<file path="src/rtl/serial_pkg.sv">
// Shared definitions for the board serial link (RX now, TX later).
package serial_pkg;

  // Parity mode; the encoding matches the integer PARITY parameter.
  typedef enum logic [1:0] {
    NONE = 2'd0,
    ODD  = 2'd1,
    EVEN = 2'd2
  } parity_t;

  // Receiver FSM states.
  typedef enum logic [2:0] {
    ST_IDLE,
    ST_START,
    ST_DATA,
    ST_PARITY,
    ST_STOP,
    ST_WAIT_IDLE
  } rx_state_t;

  // Clock cycles per bit, truncated.
  function automatic int div(input int freq, input int baud);
    return freq / baud;
  endfunction

endpackage

</file>
<file path="src/rtl/serial_fifo.sv">
// Synchronous FIFO with extra-MSB pointers; the head word is presented
// combinationally on rdata. A pop on a full FIFO frees room for a push
// in the same cycle.
module serial_fifo #(
  parameter int WIDTH = 9,
  parameter int DEPTH = 4
) (
  input  logic             clk,
  input  logic             rst_n,
  input  logic             push,
  input  logic [WIDTH-1:0] wdata,
  input  logic             pop,
  output logic [WIDTH-1:0] rdata,
  output logic             full,
  output logic             empty
);

  localparam int AW = $clog2(DEPTH);

  logic [WIDTH-1:0] mem_q [DEPTH];
  logic [AW:0]      wr_ptr_q, wr_ptr_d;
  logic [AW:0]      rd_ptr_q, rd_ptr_d;
  logic             do_push, do_pop;

  assign empty = (wr_ptr_q == rd_ptr_q);
  assign full  = (wr_ptr_q[AW] != rd_ptr_q[AW]) &&
                 (wr_ptr_q[AW-1:0] == rd_ptr_q[AW-1:0]);
  assign rdata = mem_q[rd_ptr_q[AW-1:0]];

  // Accept pop first so a full FIFO can take a simultaneous push.
  always_comb begin
    do_pop   = pop && !empty;
    do_push  = push && (!full || do_pop);
    wr_ptr_d = wr_ptr_q + {{AW{1'b0}}, do_push};
    rd_ptr_d = rd_ptr_q + {{AW{1'b0}}, do_pop};
  end

  // Pointer registers; reset empties the FIFO.
  always_ff @(posedge clk or negedge rst_n) begin
    if (!rst_n) begin
      wr_ptr_q <= '0;
      rd_ptr_q <= '0;
    end else begin
      // NOTE: sequential state uses non-blocking assignment so every flop
      // samples the pre-edge values regardless of statement order.
      wr_ptr_q <= wr_ptr_d;
      rd_ptr_q <= rd_ptr_d;
    end
  end

  // Storage write port.
  // NOTE: the storage array has no reset; empty/full come from the
  // pointers, so stale contents are never observed and the array can map
  // onto plain RAM.
  always_ff @(posedge clk) begin
    if (do_push) mem_q[wr_ptr_q[AW-1:0]] <= wdata;
  end

endmodule

</file>
<file path="src/rtl/serial_rx.sv">
// Parametrised UART receiver with receive FIFO and per-frame error flags.
// Optional build macro SERIAL_RX_BREAK_EN: an all-zero frame (data,
// parity and stop samples) pulses brk instead of frame_err.
module serial_rx
  import serial_pkg::*;
#(
  parameter int FREQ       = 12000000,
  parameter int BAUD       = 9600,
  parameter int DATA_WIDTH = 8,
  parameter int PARITY     = 0,
  parameter int STOP_BITS  = 1,
  parameter int DEPTH      = 4
) (
  input  logic                  clk,
  input  logic                  rst_n,
  input  logic                  rxd,
  output logic [DATA_WIDTH-1:0] data,
  output logic                  valid,
  input  logic                  ready,
  output logic                  parity_err,
  output logic                  frame_err,
  output logic                  overrun,
  output logic                  brk
);

  localparam int      DIV      = div(FREQ, BAUD);
  localparam int      HALF     = DIV / 2;
  localparam int      CW       = $clog2(DIV);
  localparam int      BW       = 4;
  localparam parity_t PAR_MODE = parity_t'(PARITY);
  // The counter counts down to zero, so a load of N-1 spans N cycles.
  localparam logic [CW-1:0] DIV_M1  = CW'(DIV - 1);
  localparam logic [CW-1:0] HALF_M1 = CW'(HALF - 1);

  logic                  sync1_q, sync2_q, rxd_prev_q;
  logic                  rxd_s, fall;
  rx_state_t             state_q, state_d;
  logic [CW-1:0]         cnt_q, cnt_d;
  logic [BW-1:0]         bit_q, bit_d;
  logic [DATA_WIDTH-1:0] shift_q, shift_d;
  logic                  par_q, par_d;
  logic                  stop_bad_q, stop_bad_d;
  logic                  stop_one_q, stop_one_d;
  logic                  frame_err_q, frame_err_d;
  logic                  overrun_q, overrun_d;
  logic                  brk_q, brk_d;
  logic                  tick, stop_bad, stop_one, is_break, perr;
  logic                  push, pop, fifo_full, fifo_empty;
  logic [DATA_WIDTH:0]   push_word, head_word;

  assign rxd_s = sync2_q;
  assign fall  = rxd_prev_q && !rxd_s;
  assign tick  = (cnt_q == '0);

  // Two-flop synchroniser plus one delayed copy for edge detection.
  always_ff @(posedge clk or negedge rst_n) begin
    if (!rst_n) begin
      sync1_q    <= 1'b1;
      sync2_q    <= 1'b1;
      rxd_prev_q <= 1'b1;
    end else begin
      sync1_q    <= rxd;
      sync2_q    <= sync1_q;
      rxd_prev_q <= sync2_q;
    end
  end

  // Next-state, sampling and push decision for the receive FSM.
  always_comb begin
    // NOTE: every combinational output gets a default first so no path
    // through the case statement leaves a variable unassigned (no latches).
    state_d     = state_q;
    cnt_d       = tick ? cnt_q : cnt_q - 1'b1;
    bit_d       = bit_q;
    shift_d     = shift_q;
    par_d       = par_q;
    stop_bad_d  = stop_bad_q;
    stop_one_d  = stop_one_q;
    frame_err_d = 1'b0;
    brk_d       = 1'b0;
    push        = 1'b0;
    stop_bad    = stop_bad_q | ~rxd_s;
    stop_one    = stop_one_q | rxd_s;
    unique case (PAR_MODE)
      ODD:     perr = ~(^shift_q ^ par_q);
      EVEN:    perr = ^shift_q ^ par_q;
      default: perr = 1'b0;
    endcase
    push_word   = {perr, shift_q};
`ifdef SERIAL_RX_BREAK_EN
    is_break    = (shift_q == '0) && !par_q && !stop_one;
`else
    is_break    = 1'b0;
`endif

    unique case (state_q)
      ST_IDLE: begin
        if (fall) begin
          cnt_d   = HALF_M1;
          state_d = ST_START;
        end
      end
      ST_START: begin
        if (tick) begin
          if (!rxd_s) begin
            cnt_d      = DIV_M1;
            bit_d      = '0;
            par_d      = 1'b0;
            stop_bad_d = 1'b0;
            stop_one_d = 1'b0;
            state_d    = ST_DATA;
          end else begin
            state_d    = ST_IDLE;
          end
        end
      end
      ST_DATA: begin
        if (tick) begin
          cnt_d   = DIV_M1;
          shift_d = {rxd_s, shift_q[DATA_WIDTH-1:1]};
          if (bit_q == BW'(DATA_WIDTH - 1)) begin
            bit_d   = '0;
            state_d = (PAR_MODE == NONE) ? ST_STOP : ST_PARITY;
          end else begin
            bit_d   = bit_q + 1'b1;
          end
        end
      end
      ST_PARITY: begin
        if (tick) begin
          cnt_d   = DIV_M1;
          par_d   = rxd_s;
          state_d = ST_STOP;
        end
      end
      ST_STOP: begin
        if (tick) begin
          cnt_d = DIV_M1;
          if (bit_q == BW'(STOP_BITS - 1)) begin
            if (!stop_bad) begin
              push        = 1'b1;
              state_d     = ST_IDLE;
            end else if (is_break) begin
              brk_d       = 1'b1;
              state_d     = ST_WAIT_IDLE;
            end else begin
              frame_err_d = 1'b1;
              state_d     = ST_WAIT_IDLE;
            end
          end else begin
            bit_d      = bit_q + 1'b1;
            stop_bad_d = stop_bad;
            stop_one_d = stop_one;
          end
        end
      end
      ST_WAIT_IDLE: begin
        if (rxd_s) state_d = ST_IDLE;
      end
      default: state_d = ST_IDLE;
    endcase

    overrun_d = push && fifo_full && !pop;
  end

  // FSM, datapath and flag registers.
  always_ff @(posedge clk or negedge rst_n) begin
    if (!rst_n) begin
      state_q     <= ST_IDLE;
      cnt_q       <= '0;
      bit_q       <= '0;
      shift_q     <= '0;
      par_q       <= 1'b0;
      stop_bad_q  <= 1'b0;
      stop_one_q  <= 1'b0;
      frame_err_q <= 1'b0;
      overrun_q   <= 1'b0;
      brk_q       <= 1'b0;
    end else begin
      state_q     <= state_d;
      cnt_q       <= cnt_d;
      bit_q       <= bit_d;
      shift_q     <= shift_d;
      par_q       <= par_d;
      stop_bad_q  <= stop_bad_d;
      stop_one_q  <= stop_one_d;
      frame_err_q <= frame_err_d;
      overrun_q   <= overrun_d;
      brk_q       <= brk_d;
    end
  end

  assign pop = valid && ready;

  serial_fifo #(
    .WIDTH (DATA_WIDTH + 1),
    .DEPTH (DEPTH)
  ) u_fifo (
    .clk   (clk),
    .rst_n (rst_n),
    .push  (push),
    .wdata (push_word),
    .pop   (pop),
    .rdata (head_word),
    .full  (fifo_full),
    .empty (fifo_empty)
  );

  // Head word is masked while empty so outputs read 0 out of reset.
  assign valid      = !fifo_empty;
  assign data       = valid ? head_word[DATA_WIDTH-1:0] : '0;
  assign parity_err = valid && head_word[DATA_WIDTH];
  assign frame_err  = frame_err_q;
  assign overrun    = overrun_q;
  assign brk        = brk_q;

endmodule

</file>
<file path="config.mk">
export PLATFORM = sky130hd
export DESIGN_NAME = serial_rx
export DESIGN_NICKNAME = d
export VERILOG_FILES = /design/src/rtl/serial_pkg.sv /design/src/rtl/serial_fifo.sv /design/src/rtl/serial_rx.sv
export SDC_FILE = /design/constraint.sdc
export NUM_CORES = 1
export LEC_CHECK = 0
export ABC_AREA = 1
export BUFFER_PORTS_ARGS = -buffer_cell sky130_fd_sc_hd__buf_2
export CELL_PAD_IN_SITES_DETAIL_PLACEMENT = 2
export CELL_PAD_IN_SITES_GLOBAL_PLACEMENT = 2
export CORE_MARGIN = 4
export CORE_UTILIZATION = 35
export DETAILED_ROUTE_END_ITERATION = 10
export PLACE_DENSITY_LB_ADDON = 0.1
export SYNTH_ARGS = -nofsm -noshare
export SYNTH_HDL_FRONTEND = slang
export SYNTH_SLANG_ARGS = --single-unit
</file>
<file path="constraint.sdc">
create_clock -name clk -period 3.8 [get_ports clk]
set_input_delay 0.19 -clock clk [delete_from_list [all_inputs] [get_ports clk]]
set_output_delay 0.19 -clock clk [all_outputs]
set_load 0.01 [all_outputs]
</file>
==> results.json, run 1 <==
{
  "outcome": "finished, final reports clean",
  "endpoint_kind": "flop",
  "grt_use_met3": 0.02611,
  "timing.fmax_mhz": 359.3,
  "synth_cell_types": 31,
  "setup_viol_count_final": 0,
  "final_hold_viol_count": 0,
  "yosys.area.top_type_share": 0.2841,
  "syn_avg_cell_area_um2": 9.116,
  "clockBufferDepth": 2,
  "synth-warning-count": 0,
  "crit_start": "cnt_q[0]$_DFF_PN0_",
  "cp_cell_sequence": "inv_1 > ha_1 > nand2_1 > nor2_1 > nand3_2 > nor2_1 > nand2_1 > nor2_2 > nand2_1 > nor2_1",
  "syn_inst": 371,
  "drc": 0,
  "hp-class": "primary input to flop",
  "synth_seq_cells": 70,
  "grt-busiest-layer": "met2",
  "reg2regPathDepth": 10,
  "critPathKind": "flop to flop",
  "synth-async-reset-ratio": 0.5429,
  "met1_usage": 0.1960,
  "cp-start-kind": "flop",
  "via_per_inst": 4.761,
  "rrSetupSlack_ns": 1.02,
  "required_ns": 3.77,
  "root_buffer": "clkbuf_8",
  "syn2layout_area_growth_pct": 12.28,
  "synth_edf_count": 32,
  "post-route-min-period_ns": 2.783,
  "overflow": 0,
  "track_usage": 0.1582,
  "fin_skew_ns": 0.009427,
  "r2r_end": "u_fifo.mem_q[1][1]$_DFFE_PP_",
  "crit_arrival_ns": 2.76,
  "post-route-period-util": 0.7324,
  "cpPeakStageDelay_ns": 0.62,
  "use_met2": 0.2751,
  "place_congestion": 0.7335,
  "antenna_found_initial": 0,
  "die_height_um": 106.3,
  "r2r-start": "cnt_q[0]$_DFF_PN0_",
  "drv_slew": 0,
  "ys.flop_type": "dfrtp_1",
  "maxCapViolCount": 0,
  "synth.most_common_cell": "nand2_1",
  "netlist_top_cells_area": "edfxtp_1, dfrtp_1, nand2_1, nor2_1, inv_1",
  "routed_wl_um": 8060,
  "max_slew_margin": 0.4023,
  "yosys.area.top_type": "edfxtp_1",
  "dieArea_um2": 11300,
  "cp_slowest_cell": "nor2_1",
  "grt_pass1_vias": 2771,
  "place_hpwl_um": 6073,
  "clkSinkCount": 70,
  "antenna_left": 0,
  "cts_setup_buffers": 0,
  "ir_worst_vdd_uv": 274.7,
  "ys_seq_area_frac": 0.5664,
  "clock_latency_ns": 0.35,
  "grt_max_degree": 39,
  "post_cts_resized": 0,
  "num_antenna_cells": 0,
  "rows": 35,
  "drt_iter0_drc": 39,
  "first_pass_iters": 4,
  "hold_buffers": 2,
  "p_leak_nw": 1.664,
  "total_power_mw": 2.518,
  "drive_above_1_share": 0.1193,
  "grt_setup_unrepaired": "no",
  "fin_setup_tns_ns": 0,
  "syn-cell-area_um2": 3382,
  "cp-endpoint": "u_fifo.mem_q[1][1]$_DFFE_PP_",
  "port_buffers": 14,
  "final_nets": 402,
  "io_pins": 17,
  "wl_per_cell_um": 15.41,
  "cts_tree": "yes",
  "coreArea_um2": 9328,
  "synth_common_cells": "nand2_1, nor2_1, inv_1, dfrtp_1, edfxtp_1",
  "start_util": 0.3626,
  "htreeDepth": 3,
  "cp_max_fo": 15,
  "power.density_nw_per_um2": 663.2,
  "numCtsBuffers": 9,
  "die_x_um": 106.3,
  "grt_pass1_wl_um": 13950,
  "dr_total_vias": 2490,
  "worst_pin_slew_ns": 0.8966,
  "min_path_cells": 4,
  "path_clk_slew_ns": 0.08
}
[power breakdown]
group          internal (mW)  switching (mW)
clock network          0.376           0.297
registers              0.871           0.128
logic                  0.292           0.554
[metrics by stage]
stage                     setup WS [ns]  utilization  cell area (µm²)  hold slack, ns  std cells
after floorplan                   1.768            -             3386         -0.1056        372
after global placement            1.259       0.3812             3556          0.2962        505
after detailed placement          1.107       0.3812             3556          0.2969        505
after CTS                        0.9758       0.4071             3797          0.1727        523
after global routing             0.7226       0.4071             3797          0.1904        523
final                             1.017       0.4071             3797          0.1857        523
[final cells by class]
type	instances	area, µm²
flip-flops and latches	70	1916
clock inverters	6	93.84
well taps	129	161.4
repair buffers	16	90.09
multi-input cells	242	1221
clock buffers	10	127.6
fillers	1046	5530
inverters	50	187.7
[registers in the layout (all words and copies together), names as in the netlist]
signal	flops
bit_q	4
cnt_q	11
frame_err	1
overrun	1
rxd_prev_q	1
rxd_s	1
shift_q	8
state_q	3
stop_bad_q	1
sync1_q	1
u_fifo.mem_q	32
u_fifo.rd_ptr_q	3
u_fifo.wr_ptr_q	3
[placed cells by master (no fill, tap or decap), types with 2 or more instances in the layout]
cell	Yosys	layout
xor2_1	8	8
conb_1	1	2
buf_2	4	14
nor2_1	67	67
nor2_2	3	3
dlygate4sd3_1	0	2
bufinv_16	0	2
nand4_1	5	5
dfstp_2	3	3
clkbuf_8	0	9
nand3_1	19	19
xnor2_1	3	3
dfrtp_1	35	35
nand3_2	2	2
edfxtp_1	32	32
o32ai_1	8	8
ha_1	9	9
inv_2	3	3
o211ai_1	2	2
o21ai_0	16	16
nand2_1	71	71
nor3_1	7	7
nand2_2	4	4
a21oi_1	10	10
inv_1	47	47
inv_6	0	2
[cell families after synthesis]
| family | synth area share |
|---|---|
| AOI/OAI and AO/OA | 0.06844 |
| xor gates and xnor gates | 0.02849 |
| adders and majority gates | 0.03330 |
| buffers and inverters | 0.07362 |
| DFF | 0.5664 |
| other | 0.001109 |
| and+or+nand+nor | 0.2286 |
[how the worst min path moves through the flow]
stage                from                           end  slack, ns
detailed placement    rxd             sync1_q$_DFF_PN1_       0.30
finish              ready  u_fifo.rd_ptr_q[0]$_DFF_PN0_       0.19
global route        ready             overrun$_DFF_PN0_       0.19
CTS                 ready             overrun$_DFF_PN0_       0.17
global placement      rxd             sync1_q$_DFF_PN1_       0.30
floorplan           rst_n          bit_q[0]$_DFFE_PN0P_      -0.11
[worst max-delay path: cells and delay by family, from the launching register on]
| family | cells | cell delay [ns] |
|---|---|---|
| and+or+nand+nor | 8 | 1.70 |
| DFF | 1 | 0.41 |
| adders and majority gates | 1 | 0.18 |
| buffers and inverters | 1 | 0.12 |
[metal layers]
| layer | vias to the layer above | routed length, µm |
|---|---|---|
| met5 | - | 0 |
| met4 | 0 | 131 |
| met3 | 10 | 158 |
| met2 | 21 | 4045 |
| met1 | 1224 | 3724 |
| li1 | 1235 | - |
No activity file was read; power rests on OpenSTA's default activity.
==> run 2, diff against run 1 <==
==> constraint.sdc (replaced) <==
create_clock -name clk -period 2.4 [get_ports clk]
set_input_delay 0.12 -clock clk [delete_from_list [all_inputs] [get_ports clk]]
set_output_delay 0.12 -clock clk [all_outputs]
set_load 0.01 [all_outputs]
==> results.json, run 2 (synthesis results as in run 1) <==
{
  "fin_setup_tns_ns": 0,
  "grt_pass1_wl_um": 14940,
  "wl_per_cell_um": 16.25,
  "num_antenna_cells": 0,
  "start_util": 0.3626,
  "grt_max_degree": 39,
  "antenna_left": 0,
  "pre_cts_ws_ns": 0.3901,
  "critPathKind": "flop to output port",
  "cp-start-kind": "flop",
  "cts_tree": "yes",
  "maxCapViolCount": 0,
  "final_hold_viol_count": 0,
  "track_usage": 0.1699,
  "grt_pass1_vias": 2855,
  "p_leak_nw": 1.713,
  "cp_max_fo": 17,
  "drt_iter0_drc": 73,
  "cp.depth": 7,
  "cp_cell_sequence": "buf_4 > clkinvlp_4 > nor2_1 > o32ai_1 > nand2_1 > inv_1 > buf_2",
  "place_congestion": 0.7405,
  "final_nets": 411,
  "timing.fmax_mhz": 482.5,
  "fin_skew_ns": 0.01212,
  "min_from": "ready",
  "max_slew_margin": 0.3800,
  "coreArea_um2": 9328,
  "die_height_um": 106.3,
  "design_area_um2": 3876,
  "placed_area_um2": 3623,
  "mostFrequentLayoutCells": "nand2_1, nor2_1, inv_1, dfrtp_1, edfxtp_1",
  "path_buf_inv": 4,
  "drv_slew": 0,
  "grt_setup_unrepaired": "no",
  "reg2regPathDepth": 11,
  "cp_slowest_cell": "dfrtp_1",
  "worstHoldEndpoint": "u_fifo.rd_ptr_q[0]$_DFF_PN0_",
  "dieArea_um2": 11300,
  "fin_ws_ns": 0.3275,
  "worst_pin_slew_ns": 0.9301,
  "first_pass_iters": 4,
  "via_per_inst": 4.810,
  "rows": 35,
  "required_ns": 2.28,
  "syn2layout_area_growth_pct": 14.61,
  "htreeDepth": 3,
  "r2r-start": "cnt_q[0]$_DFF_PN0_",
  "setup_viol_count_final": 0,
  "final_common_cell": "nand2_1",
  "io_pins": 17,
  "drive_above_1_share": 0.1439,
  "hp-class": "primary input to flop",
  "clockBufferDepth": 2,
  "crit_start": "u_fifo.rd_ptr_q[0]$_DFF_PN0_",
  "routed_wl_um": 8647,
  "post-route-period-util": 0.8635,
  "power.density_nw_per_um2": 1055,
  "fin_util": 0.4156,
  "antenna_found_initial": 0,
  "outcome": "finished, final reports clean",
  "die_x_um": 106.3,
  "ir_worst_vdd_uv": 467.2,
  "largest_register_ffs": 32,
  "min_path_cells": 4,
  "crit_family": "buffers and inverters",
  "post-route-min-period_ns": 2.072,
  "dp_cells": 514,
  "rrSetupSlack_ns": 0.39,
  "cts_setup_buffers": 0,
  "dr_total_vias": 2559,
  "numCtsBuffers": 9,
  "drc": 0,
  "final_cells": 532,
  "endpoint_kind": "output port",
  "clock_latency_ns": 0.36,
  "path_clk_slew_ns": 0.09,
  "port_buffers": 14,
  "overflow": 0,
  "cpPeakStageDelay_ns": 0.41,
  "r2r_end": "u_fifo.mem_q[0][7]$_DFFE_PP_",
  "place_hpwl_um": 6389,
  "clkSinkCount": 70,
  "root_buffer": "clkbuf_8",
  "crit_arrival_ns": 1.95
}
[run 2: cell type report]
| cell class | count | area, µm² |
|---|---|---|
| inverters | 50 | 191.4 |
| fillers | 1063 | 5451 |
| clock inverters | 6 | 91.34 |
| flip-flops and latches | 70 | 1916 |
| multi-input cells | 242 | 1221 |
| well taps | 129 | 161.4 |
| clock buffers | 10 | 137.6 |
| repair buffers | 25 | 157.7 |
[run 2: what timing repair did]
| action | CTS | global route |
|---|---|---|
| endpoints found under the setup margin | 0 | 1 |
| endpoints found under the hold margin | 36 | 0 |
| hold buffers | 2 | 0 |
| resized for setup | 0 | 1 |
[run 2: metrics by stage]
stage                     hold WS, ns  power, mW
after floorplan               -0.1756      2.540
after global placement         0.2257      2.947
after detailed placement       0.2297      3.017
after CTS                     0.08553      4.168
after global routing           0.1242      4.448
final                         0.08972      4.089
[run 2: worst register-to-register path, delay by kind of cell, from the launching register on]
kind,cells,cell delay (ns)
simple gates,8,0.84
buf+inv,2,0.31
flops,1,0.40
fa+ha+maj,1,0.17
[run 2: routing by layer]
| layer | track usage | wire [µm] | up-vias |
|---|---|---|---|
| li1 | - | - | 1250 |
| met1 | 0.2097 | 3867 | 1273 |
| met2 | 0.2977 | 4426 | 26 |
| met3 | 0.04189 | 277 | 10 |
| met4 | 0.04163 | 75 | 0 |
| met5 | 0 | 0 | - |
[run 2: worst max path at each step]
stage / to / slack (ns)
floorplan: u_fifo.mem_q[2][0]$_DFFE_PP_ / 0.37
global placement: u_fifo.mem_q[1][2]$_DFFE_PP_ / 0.46
detailed placement: u_fifo.mem_q[3][6]$_DFFE_PP_ / 0.39
CTS: data[3] / 0.13
global route: u_fifo.mem_q[3][4]$_DFFE_PP_ / 0.12
finish: data[3] / 0.33
[run 2: power by group]
part           leakage, nW  total, mW  internal [mW]  switching, mW
combinational        0.888       1.47          0.498          0.975
sequential           0.707       1.50           1.38          0.123
clock                0.117       1.11          0.621          0.491
total                 1.71       4.09           2.50           1.59
